`config.mk`:
```
export PLATFORM = sky130hd
export DESIGN_NAME = register_pipe
export DESIGN_NICKNAME = d
export VERILOG_FILES = /design/src/rtl/register_pipe.sv
export SDC_FILE = /design/constraint.sdc
export NUM_CORES = 1
export LEC_CHECK = 0
export CAP_MARGIN = 20
export CORE_UTILIZATION = 35
export DETAILED_ROUTE_END_ITERATION = 16
export PLACE_DENSITY_LB_ADDON = 0.1
export SYNTH_ARGS = -nofsm -noshare
export SYNTH_HDL_FRONTEND = slang
export SYNTH_SLANG_ARGS = --single-unit
```
`constraint.sdc`:
```
create_clock -name clk -period 5.6 [get_ports clk]
set_input_delay 1.12 -clock clk [delete_from_list [all_inputs] [get_ports clk]]
set_output_delay 1.12 -clock clk [all_outputs]
set_load 0.1 [all_outputs]
```
`src/rtl/register_pipe.sv`:
```
// Elastic DEPTH-stage, WIDTH-bit pipeline register with valid/ready handshaking.
// Empty stages keep advancing under backpressure, so stalled words compact toward the output.
module register_pipe #(
    parameter int WIDTH = 10,
    parameter int DEPTH = 4,
    parameter int CNT_W = $clog2(DEPTH + 1)
) (
    input  logic             clk,
    input  logic             rst_n,
    input  logic [WIDTH-1:0] in_data,
    input  logic             in_valid,
    output logic             in_ready,
    output logic [WIDTH-1:0] out_data,
    output logic             out_valid,
    input  logic             out_ready,
    input  logic             flush,
    output logic [CNT_W-1:0] count
);

    logic [DEPTH-1:0] valid_q;
    logic [WIDTH-1:0] data_q [DEPTH];
    logic [CNT_W-1:0] count_q;
    logic [DEPTH:0]   rdy;
    logic             tail_full;
    logic             accept;
    logic             pop;

    // A stage can load when any stage at or beyond it is empty, or the output drains.
    // Equivalent to the rdy_i = !valid_i | rdy_{i+1} chain without a self-referencing vector.
    always_comb begin
        tail_full  = 1'b1;
        rdy        = '0;
        rdy[DEPTH] = out_ready;
        for (int i = DEPTH - 1; i >= 0; i--) begin
            tail_full = tail_full & valid_q[i];
            rdy[i]    = out_ready | ~tail_full;
        end
    end

    assign in_ready  = rdy[0] & ~flush;
    assign accept    = in_valid & in_ready;
    assign out_valid = valid_q[DEPTH-1];
    assign out_data  = data_q[DEPTH-1];
    assign pop       = out_valid & out_ready;
    assign count     = count_q;

    always_ff @(posedge clk or negedge rst_n) begin
        if (!rst_n) begin
            valid_q <= '0;
            count_q <= '0;
            for (int i = 0; i < DEPTH; i++) begin
                data_q[i] <= '0;
            end
        end else if (flush) begin
            valid_q <= '0;
            count_q <= '0;
        end else begin
            if (rdy[0]) begin
                valid_q[0] <= accept;
                if (accept) begin
                    data_q[0] <= in_data;
                end
            end
            // Data only moves with a valid word; emptied stages keep stale data.
            for (int i = 1; i < DEPTH; i++) begin
                if (rdy[i]) begin
                    valid_q[i] <= valid_q[i-1];
                    if (valid_q[i-1]) begin
                        data_q[i] <= data_q[i-1];
                    end
                end
            end
            count_q <= count_q + CNT_W'(accept) - CNT_W'(pop);
        end
    end

endmodule

```
==> results_dict.tcl <==
set metrics [dict create \
    outcome "finished clean" \
    p_comb_share_pct 35.8 \
    n_antenna_cell 0 \
    cts_tree "done" \
    startpoint_type "input port" \
    layout_common_cells "dfrtp_1 (47), clkdlybuf4s50_1 (28), mux2_2 (27)" \
    final_common_cell "dfrtp_1" \
    rr_startpoint "valid_q[2]" \
    cp.required_ps 4480 \
    final_core_util_pct 45.46 \
    ios 30 \
    cts_buffer_depth 2 \
    syn_avg_cell_area_um2 14.99 \
    cpPeakStageDelay_ps 1150 \
    r2r_end "count[2]" \
    switching_share_pct 37.41 \
    hold_class "register to register" \
    synth_warnings 0 \
    path_delay_family "buffers and inverters" \
    crit_cells 4 \
    synth_area_leader_cell "dfrtp_1" \
    reg2reg_depth 11 \
    cp-endpoint "in_ready" \
    power_switching_w 0.0004257 \
    ant_nets 0 \
    grt_setup_unrepaired "no" \
    critPathKind "input port to output pin" \
    postRouteWirelength_mm 3.015 \
    dr.pass1.iters 2 \
    areaGrowthSynthToFinish_pct 21.29 \
    htreeDepth 2 \
    clkLatencyLatePin_ps 290 \
    final_hold_viol_count 0 \
    grt_max_degree 48 \
    grt_pass1_vias 1076 \
    tightestPinTransition_ps 969.5 \
    ys_seq_area_share_pct 59.91 \
    ys_types 23 \
    cts_setup_buffers 0 \
    syn_inst 131 \
    end_kind "output pin" \
    dp_hpwl_mm 1.938 \
    drive_gt1_share_pct 32.90 \
    holdBufCountCts 0 \
    grt_use_total_pct 11.76 \
    synth_nets 149 \
    die_area_um2 5912 \
    finalSetupViolCount 0 \
    fin_crit_ps 4235 \
    slowest_stage "clkdlybuf4s50_1" \
    ir_drop_mv 0.2567 \
    cp_max_fo 5 \
    worstPathArrival_ps 3120 \
    r2r_slack_ps 3280 \
    grt_pass1_wl_mm 5.326 \
    p_seq_share_pct 41.7 \
    die_w_um 76.89 \
    path_clk_slew_ps 90 \
    worst_path_most_repeated_cell "clkdlybuf4s50_1" \
    syn-cell-area_um2 1963 \
    p_per_area_nw_per_um2 478.0 \
    synth_area_leaders "dfrtp_1 (60%), mux2_2 (15%), mux2_4 (7.6%)" \
    antenna_found_initial 0 \
    coreArea_um2 5238 \
    timing.final.crit_share_pct 75.63 \
    maxSlewHeadroom_pct 35.17 \
    path_cells "clkdlybuf4s50_1 > and4b_4 > a21oi_1 > clkdlybuf4s50_1" \
    port_buffers 29 \
    layout.nets 172 \
    die_y_um 76.89 \
    via_per_inst 4.596 \
    maxCapViolCount 0 \
    grt_overflow_total 0 \
    ctsResizeCount 0 \
    cts_root_buf "clkbuf_8" \
    cts_num_sinks 47 \
    yosys_register_bits 47 \
    initial_core_util_pct 37.48 \
    worst-path-buf-inv 2 \
    drt-initial-drc-count 50 \
    num_rows 26 \
    p_int_w 0.0007124 \
    finalSetupTns_ps 0 \
    gp_routability_congestion 0.7493 \
    worstSetupStartpoint "out_ready" \
    slew_viol_final 0 \
    p_clk_share_pct 22.5 \
    wire_per_inst_um 13.40 \
    drc 0 \
    vias 1034 \
    numCtsBuffers 5 \
    max_freq_mhz 236.1 \
    fillers 484 \
    skew_ps 6.015 \
    leakage_nw 1.085 \
    synth_top_area_share_pct 59.91 \
]
-- registers in the layout, indices dropped and copies added (netlist names) --
register,flops
data_q,30
out_data,10
valid_q,4
count,3
-- per-layer routing --
layer	wire, µm	vias up	share of wire (%)	track usage (%)
li1	-	478	-	-
met2	1429	22	47	18.21
met4	39	0	1.3	4.615
met1	1439	530	48	15.26
met5	0	-	0	0
met3	106	4	3.5	3.690
-- power by group through the flow --
stage	logic, W	clock network (W)	registers, W
3_3_place_gp	0.000406	0	0.000479
3_5_place_dp	0.000409	0	0.000483
5_1_grt	0.000424	0.000277	0.000488
4_1_cts	0.000410	0.000264	0.000476
6_report	0.000407	0.000257	0.000474
2_1_floorplan	0.000349	0	0.000484
-- cell usage after synthesis --
library cell and n:
ha_1 2, xor2_1 1, clkbuf_1 1, mux2_1 3
nor2_1 8, buf_6 1, and4b_4 1, inv_1 4
nor2b_1 1, nor3b_1 1, fa_1 1, buf_4 10
mux2_4 10, nand2b_1 1, buf_2 3, dfrtp_1 47
xnor2_1 1, and2_2 1, a211o_1 1, or3b_1 1
mux2_2 27, and2b_1 1, a21oi_1 4
-- cell families (layout without fill, tap and decap cells) --
group / after synthesis / count (layout) / share of synthesized area [%]
adders and majority gates: 3 / 3 / 2.294
AOI/OAI and AO/OA: 5 / 5 / 1.466
muxes: 40 / 40 / 24.86
xor gates and xnor gates: 2 / 2 / 0.8925
DFF: 47 / 47 / 59.91
buffers and inverters: 19 / 43 / 6.118
and+or+nand+nor: 15 / 15 / 4.462
-- cell type report --
cell class | instances | area, µm² | area share, %
clock buffer | 6 | 82.58 | 3.468
clock inverter | 2 | 35.03 | 1.471
multi-input combinational | 65 | 671.9 | 28.22
inverter | 4 | 15.01 | 0.6306
sequential | 47 | 1176 | 49.40
timing repair buffer | 31 | 312.8 | 13.14
tap | 70 | 87.58 | 3.678
-- stage by stage --
| step | worst slack, ps | std cells | instance area (µm²) | power (W) | hold slack (ps) |
|---|---|---|---|---|---|
| 2_1_floorplan | 1672 | 131 | 1963 | 0.0008335 | 458.4 |
| 3_3_place_gp | 1380 | 216 | 2243 | 0.0008848 | 468.8 |
| 3_5_place_dp | 1362 | 216 | 2243 | 0.0008921 | 479.1 |
| 4_1_cts | 1349 | 224 | 2361 | 0.001150 | 500.6 |
| 5_1_grt | 1276 | 225 | 2381 | 0.001189 | 515.8 |
| 6_report | 1365 | 225 | 2381 | 0.001138 | 495.7 |
-- how the worst min path moves through the flow --
stage               start         end  slack, ps  cells past startpoint
4_1_cts        data_q[12]  data_q[12]        500                      1
3_3_place_gp   data_q[18]  data_q[18]        470                      1
2_1_floorplan  data_q[20]  data_q[10]        460                      1
3_5_place_dp   data_q[18]  data_q[18]        480                      1
6_report       data_q[12]  data_q[12]        500                      1
5_1_grt        data_q[10]  data_q[10]        520                      1
No activity file was read; power rests on OpenSTA's default activity.
